==> src/rtl/uart_loader.sv <==
// UART boot loader: receives an A5-framed, length-prefixed word stream over 8N1
// serial and writes it as little-endian 32-bit words into RAM from address 0.
module uart_loader #(
    parameter int CLKS_PER_BIT = 868,
    parameter int MAX_WORDS    = 256
) (
    input  logic        clk,
    input  logic        reset_n,
    input  logic        rx,
    output logic        wr_en,
    output logic [31:0] mem_addr,
    output logic [31:0] w_data,
    output logic        cpu_hold,
    output logic        done,
    output logic        err
);

    localparam int               CNT_W     = $clog2(CLKS_PER_BIT + 1);
    localparam logic [CNT_W-1:0] BIT_LAST  = CNT_W'(CLKS_PER_BIT - 1);
    localparam logic [CNT_W-1:0] HALF_LAST = CNT_W'(CLKS_PER_BIT / 2 - 1);
    localparam logic [16:0]      MAX_LEN   = 17'(MAX_WORDS);
    localparam logic [7:0]       SYNC_BYTE = 8'hA5;

    localparam logic [2:0] RX_IDLE  = 3'd0;
    localparam logic [2:0] RX_START = 3'd1;
    localparam logic [2:0] RX_DATA  = 3'd2;
    localparam logic [2:0] RX_STOP  = 3'd3;
    localparam logic [2:0] RX_HOLD  = 3'd4;

    localparam logic [2:0] ST_IDLE   = 3'd0;
    localparam logic [2:0] ST_LEN_LO = 3'd1;
    localparam logic [2:0] ST_LEN_HI = 3'd2;
    localparam logic [2:0] ST_DATA   = 3'd3;
    localparam logic [2:0] ST_WRITE  = 3'd4;

    logic             rx_meta_reg;
    logic             rx_sync_reg;
    logic             rx_prev_reg;
    logic [2:0]       rx_state_reg;
    logic [CNT_W-1:0] baud_cnt_reg;
    logic [2:0]       bit_idx_reg;
    logic [7:0]       shift_reg;
    logic             byte_valid_reg;
    logic             frame_err_reg;

    logic [2:0]       state_reg;
    logic [15:0]      count_reg;
    logic [1:0]       byte_idx_reg;
    logic             wr_en_reg;
    logic [31:0]      mem_addr_reg;
    logic [31:0]      w_data_reg;
    logic             cpu_hold_reg;
    logic             done_reg;
    logic             err_reg;

    logic [15:0]      len_next;

    // rx is asynchronous to clk; nothing downstream sees it before two flops.
    always_ff @(posedge clk or negedge reset_n) begin
        if (!reset_n) begin
            rx_meta_reg <= 1'b1;
            rx_sync_reg <= 1'b1;
            rx_prev_reg <= 1'b1;
        end else begin
            rx_meta_reg <= rx;
            rx_sync_reg <= rx_meta_reg;
            rx_prev_reg <= rx_sync_reg;
        end
    end

    always_ff @(posedge clk or negedge reset_n) begin
        if (!reset_n) begin
            rx_state_reg   <= RX_IDLE;
            baud_cnt_reg   <= '0;
            bit_idx_reg    <= '0;
            shift_reg      <= '0;
            byte_valid_reg <= 1'b0;
            frame_err_reg  <= 1'b0;
        end else begin
            byte_valid_reg <= 1'b0;
            frame_err_reg  <= 1'b0;
            case (rx_state_reg)
                RX_IDLE: begin
                    if (rx_prev_reg && !rx_sync_reg) begin
                        rx_state_reg <= RX_START;
                        baud_cnt_reg <= '0;
                    end
                end
                RX_START: begin
                    // Mid-start-bit recheck rejects short glitches on the line.
                    if (baud_cnt_reg == HALF_LAST) begin
                        baud_cnt_reg <= '0;
                        bit_idx_reg  <= '0;
                        rx_state_reg <= rx_sync_reg ? RX_IDLE : RX_DATA;
                    end else begin
                        baud_cnt_reg <= baud_cnt_reg + 1'b1;
                    end
                end
                RX_DATA: begin
                    if (baud_cnt_reg == BIT_LAST) begin
                        baud_cnt_reg <= '0;
                        shift_reg    <= {rx_sync_reg, shift_reg[7:1]};
                        bit_idx_reg  <= bit_idx_reg + 1'b1;
                        if (bit_idx_reg == 3'd7) begin
                            rx_state_reg <= RX_STOP;
                        end
                    end else begin
                        baud_cnt_reg <= baud_cnt_reg + 1'b1;
                    end
                end
                RX_STOP: begin
                    if (baud_cnt_reg == BIT_LAST) begin
                        baud_cnt_reg <= '0;
                        if (rx_sync_reg) begin
                            byte_valid_reg <= 1'b1;
                            rx_state_reg   <= RX_IDLE;
                        end else begin
                            frame_err_reg <= 1'b1;
                            rx_state_reg  <= RX_HOLD;
                        end
                    end else begin
                        baud_cnt_reg <= baud_cnt_reg + 1'b1;
                    end
                end
                RX_HOLD: begin
                    if (rx_sync_reg) begin
                        rx_state_reg <= RX_IDLE;
                    end
                end
                default: rx_state_reg <= RX_IDLE;
            endcase
        end
    end

    assign len_next = {shift_reg, count_reg[7:0]};

    always_ff @(posedge clk or negedge reset_n) begin
        if (!reset_n) begin
            state_reg    <= ST_IDLE;
            count_reg    <= '0;
            byte_idx_reg <= '0;
            wr_en_reg    <= 1'b0;
            mem_addr_reg <= '0;
            w_data_reg   <= '0;
            cpu_hold_reg <= 1'b0;
            done_reg     <= 1'b0;
            err_reg      <= 1'b0;
        end else begin
            wr_en_reg <= 1'b0;
            done_reg  <= 1'b0;
            case (state_reg)
                ST_IDLE: begin
                    if (frame_err_reg) begin
                        err_reg <= 1'b1;
                    end else if (byte_valid_reg && shift_reg == SYNC_BYTE) begin
                        state_reg    <= ST_LEN_LO;
                        cpu_hold_reg <= 1'b1;
                        err_reg      <= 1'b0;
                    end
                end
                ST_LEN_LO, ST_LEN_HI, ST_DATA: begin
                    if (frame_err_reg) begin
                        // Abort: partial word dropped, completed writes stay in RAM.
                        state_reg    <= ST_IDLE;
                        err_reg      <= 1'b1;
                        cpu_hold_reg <= 1'b0;
                        byte_idx_reg <= '0;
                        w_data_reg   <= '0;
                    end else if (byte_valid_reg) begin
                        if (state_reg == ST_LEN_LO) begin
                            count_reg[7:0] <= shift_reg;
                            state_reg      <= ST_LEN_HI;
                        end else if (state_reg == ST_LEN_HI) begin
                            count_reg <= len_next;
                            if (len_next == 16'd0) begin
                                state_reg    <= ST_IDLE;
                                done_reg     <= 1'b1;
                                cpu_hold_reg <= 1'b0;
                            end else if ({1'b0, len_next} > MAX_LEN) begin
                                state_reg    <= ST_IDLE;
                                err_reg      <= 1'b1;
                                cpu_hold_reg <= 1'b0;
                            end else begin
                                state_reg    <= ST_DATA;
                                mem_addr_reg <= '0;
                                byte_idx_reg <= '0;
                            end
                        end else begin
                            w_data_reg[8*byte_idx_reg +: 8] <= shift_reg;
                            byte_idx_reg <= byte_idx_reg + 1'b1;
                            if (byte_idx_reg == 2'd3) begin
                                state_reg <= ST_WRITE;
                                wr_en_reg <= 1'b1;
                            end
                        end
                    end
                end
                ST_WRITE: begin
                    count_reg <= count_reg - 1'b1;
                    // The last word leaves mem_addr on its own address so it never
                    // exceeds 4*(MAX_WORDS-1).
                    if (count_reg == 16'd1) begin
                        state_reg    <= ST_IDLE;
                        done_reg     <= 1'b1;
                        cpu_hold_reg <= 1'b0;
                    end else begin
                        state_reg    <= ST_DATA;
                        mem_addr_reg <= mem_addr_reg + 32'd4;
                    end
                end
                default: state_reg <= ST_IDLE;
            endcase
        end
    end

    assign wr_en    = wr_en_reg;
    assign mem_addr = mem_addr_reg;
    assign w_data   = w_data_reg;
    assign cpu_hold = cpu_hold_reg;
    assign done     = done_reg;
    assign err      = err_reg;

endmodule

==> config.mk <==
export PLATFORM = sky130hd
export DESIGN_NAME = uart_loader
export DESIGN_NICKNAME = d
export VERILOG_FILES = /design/src/rtl/uart_loader.sv
export SDC_FILE = /design/constraint.sdc
export NUM_CORES = 1
export LEC_CHECK = 0
export CORE_ASPECT_RATIO = 0.6
export CORE_MARGIN = 3
export CORE_UTILIZATION = 50
export DETAILED_ROUTE_END_ITERATION = 6
export GPL_TIMING_DRIVEN = 0
export PLACE_DENSITY = 0.83
export SYNTH_ARGS = -nofsm -noshare
export SYNTH_HDL_FRONTEND = slang
export SYNTH_SLANG_ARGS = --single-unit
==> constraint.sdc <==
create_clock -name clk -period 2.5 [get_ports clk]
set_clock_uncertainty 0.2 [all_clocks]
set_input_delay 0.25 -clock clk [delete_from_list [all_inputs] [get_ports clk]]
set_output_delay 0.25 -clock clk [all_outputs]
set_load 0.005 [all_outputs]
==> impl_metrics.yaml <==
status:
  outcome: "finished with violations"
  violations: "setup timing"
worst_hold_path:
  min_delay_worst_endpoint: "rx_meta_reg$_DFF_PN1_"
  hold_path_depth: 1
  worstHoldStart: "rx"
  holdCritPathClass: "primary input to flop"
worst_setup_path:
  r2r-end: "state_reg[1]$_DFFE_PN0P_"
  worstRegToRegCells: 7
  timing.rr.start: "shift_reg[6]$_DFFE_PN0P_"
  cp.required_ns: 2.62
  path_class: "flop to flop"
  end_kind: "flop"
  regToRegSetupSlack_ns: -0.19
  cp-start-kind: "flop"
  cp_max_fo: 4
  critPathArrivalTime_ns: 2.82
synth:
  ys.flop_type: "dfrtp_1"
  synth_edf_count: 0
  synth_cell_types: 73
  synth_cells: 654
  ys_warn_count: 0
  syn_avg_cell_area_um2: 9.67
  syn_area_um2: 6330
  synth-seq-cells: 116
  seq_area_frac_synth_pct: 45.9
  synthArstFlopShare_pct: 100
detailed_routing:
  drc: 0
  first_pass_iters: 6
  wire_per_inst_um: 20.4
  vias: 6097
  first_iter_violations: 640
  vias_per_cell: 6.49
  wl_um: 19200
  drtAntennaViolNets: 0
sta:
  setup_viol: 40
  timing.final.ws_setup_ns: -0.193
  hold_violations: 0
  fin_crit_sh_pct: 108
  relSlewSlack_pct: 54.0
  tightest_slew_ns: 0.690
  max_freq_mhz: 371
  fin_setup_tns_ns: -4.33
  fin_crit_ns: 2.69
  rsz0062_at_grt: "yes"
  slew_viol_final: 0
cts:
  path_clk_slew_ns: 0.06
  cts.sinks: 116
  numCtsBuffers: 17
  clock_path_buffers: 2
  insertion_delay_ns: 0.43
  cts_root_buf: "clkbuf_16"
  htreeDepth: 4
  tritoncts: "built"
floorplanning:
  die_y_um: 93.1
  core.rowCount: 31
  die_x_um: 151
  die-area_um2: 14100
  io_pins: 71
  start_util_pct: 51.8
  core_um2: 12200
power:
  p_int_uw: 3660
  p_per_area_nw_per_um2: 596
  power.total_uw: 4890
  p_leak_uw: 0.00337
  ir_worst_vdd_mv: 0.379
  seqPwrFrac_pct: 42.4
  pwr-share-clk_pct: 51.5
  switching_share_pct: 25.2
  pwr-share-comb_pct: 6.1
  power_switching_uw: 1230
final_layout:
  fin_cells: 940
  largest_reg_flops: 32
  fill_cells: 858
  final_common_cell: "dfrtp_1"
  drive_above_1_share_pct: 18.5
  nets: 777
  fin_util_pct: 67.2
  synthToLayoutAreaGrowth_pct: 29.7
  mostFrequentLayoutCells: "dfrtp_1 (108), nand2_1 (103), o21ai_0 (67), clkdlybuf4s50_1 (67), nor2_1 (29)"
  diodes: 0
global_routing:
  grt_pass1_vias: 5802
  grt_max_degree: 72
  track_usage_pct: 26.9
  grt_overflow: 0
  antenna_found_initial: 0
  grt_first_pass_wirelength_um: 29800
place:
  place_hpwl_um: 12200
  gp_congestion: 0.953
  port_buffers: 68
  dp_slack_ns: -0.577
  placed_cells: 889
flow_run:
  cap_viol_max_count: 0
[synthesized netlist by cell type (all sizes together) (3+ instances only)]
library cell	n	area (um2)
dfrtp	113	2830
nand2	103	387
o21ai	77	397
nor2	32	120
a31oi	28	400
a21oi	27	135
clkbuf	25	93.8
a22o	24	210
nand3	22	110
inv	20	75.1
and3	16	100
nor3	15	75.1
ha	12	150
buf	11	78.8
mux2	10	113
nand2b	8	50.1
nand4	8	50.1
or4	7	63.8
nor4	6	43.8
o22a	6	52.6
or3	5	36.3
a21o	4	30.0
a41oi	4	35.0
nor4bb	4	40.0
a211oi	3	35.0
and2	3	18.8
and4	3	26.3
dfstp	3	78.8
nand3b	3	22.5
nand4b	3	26.3
nor3b	3	22.5
o221ai	3	26.3
o311a	3	41.3
o31ai	3	22.5
o41ai	3	26.3
or2	3	18.8
[repair_timing]
action                                  in CTS  in global routing
resized for setup                           24                 34
hold buffers                                 1                  0
cloned                                       0                  0
hold endpoints to repair                    46                  0
pin swaps                                    4                  9
endpoints found under the setup margin      58                 94
buffers inserted                            11                  9
[cell families after synthesis]
kind of cell	after synthesis	share of synthesized area, %
XOR/XNOR	1	0.138
AO/OA/AOI/OAI	206	25.3
adder cells (fa/ha/maj)	12	2.37
flip-flops	116	45.9
buffers and inverters	56	3.92
other	1	0.0593
AND/OR/NAND/NOR	250	19.9
multiplexers	12	2.29
[metrics by stage]
step	instance area, um2	hold WS (ns)
3_3_place_gp	7230	0.151
5_1_grt	8210	0.0502
4_1_cts	8050	0.0444
3_5_place_dp	7260	0.0142
6_report	8210	0.0491
2_1_floorplan	6340	-0.246
[worst max-delay path: stages, from the launching register on]
cell      delay, ns
dfrtp_2        0.43
or4_4          0.55
or4_4          0.46
a211oi_4       0.33
buf_4          0.18
buf_6          0.11
a31oi_2        0.10
o21ai_1        0.23
[metal layers]
metal / up-vias / global-route usage (%) / routed length (um)
li1: 2639 / - / -
met1: 2958 / 37.7 / 8060
met2: 429 / 40.5 / 8600
met3: 71 / 6.63 / 1950
met4: 0 / 10.1 / 549
met5: - / 0 / 0
[power groups by stage]
stage | sequential, uW | combinational [uW] | clock, uW
detailed placement | 2090 | 295 | 0
floorplan | 2070 | 206 | 0
global route | 2090 | 334 | 2610
global placement | 2080 | 272 | 0
finish | 2070 | 300 | 2520
CTS | 2070 | 297 | 2530
[worst max-delay path by stage]
stage / start / end
floorplan: shift_reg[6]$_DFFE_PN0P_ / mem_addr[16]$_DFFE_PN0P_
global route: shift_reg[6]$_DFFE_PN0P_ / state_reg[1]$_DFFE_PN0P_
global placement: reset_n / mem_addr[3]$_DFFE_PN0P_
detailed placement: state_reg[2]$_DFFE_PN0P_ / mem_addr[29]$_DFFE_PN0P_
finish: shift_reg[6]$_DFFE_PN0P_ / state_reg[1]$_DFFE_PN0P_
CTS: shift_reg[6]$_DFFE_PN0P_ / mem_addr[18]$_DFFE_PN0P_
[area by class of cell]
type	instances	area (um2)	area share, %
Clock inverter	15	180	2.20
Multi-Input combinational cell	483	3340	40.7
Sequential cell	116	2910	35.5
Tap cell	165	206	2.52
Inverter	20	75.1	0.915
Buffer	34	188	2.29
Clock buffer	17	425	5.18
Timing Repair Buffer	90	877	10.7
No activity file was read; power rests on OpenSTA's default activity.
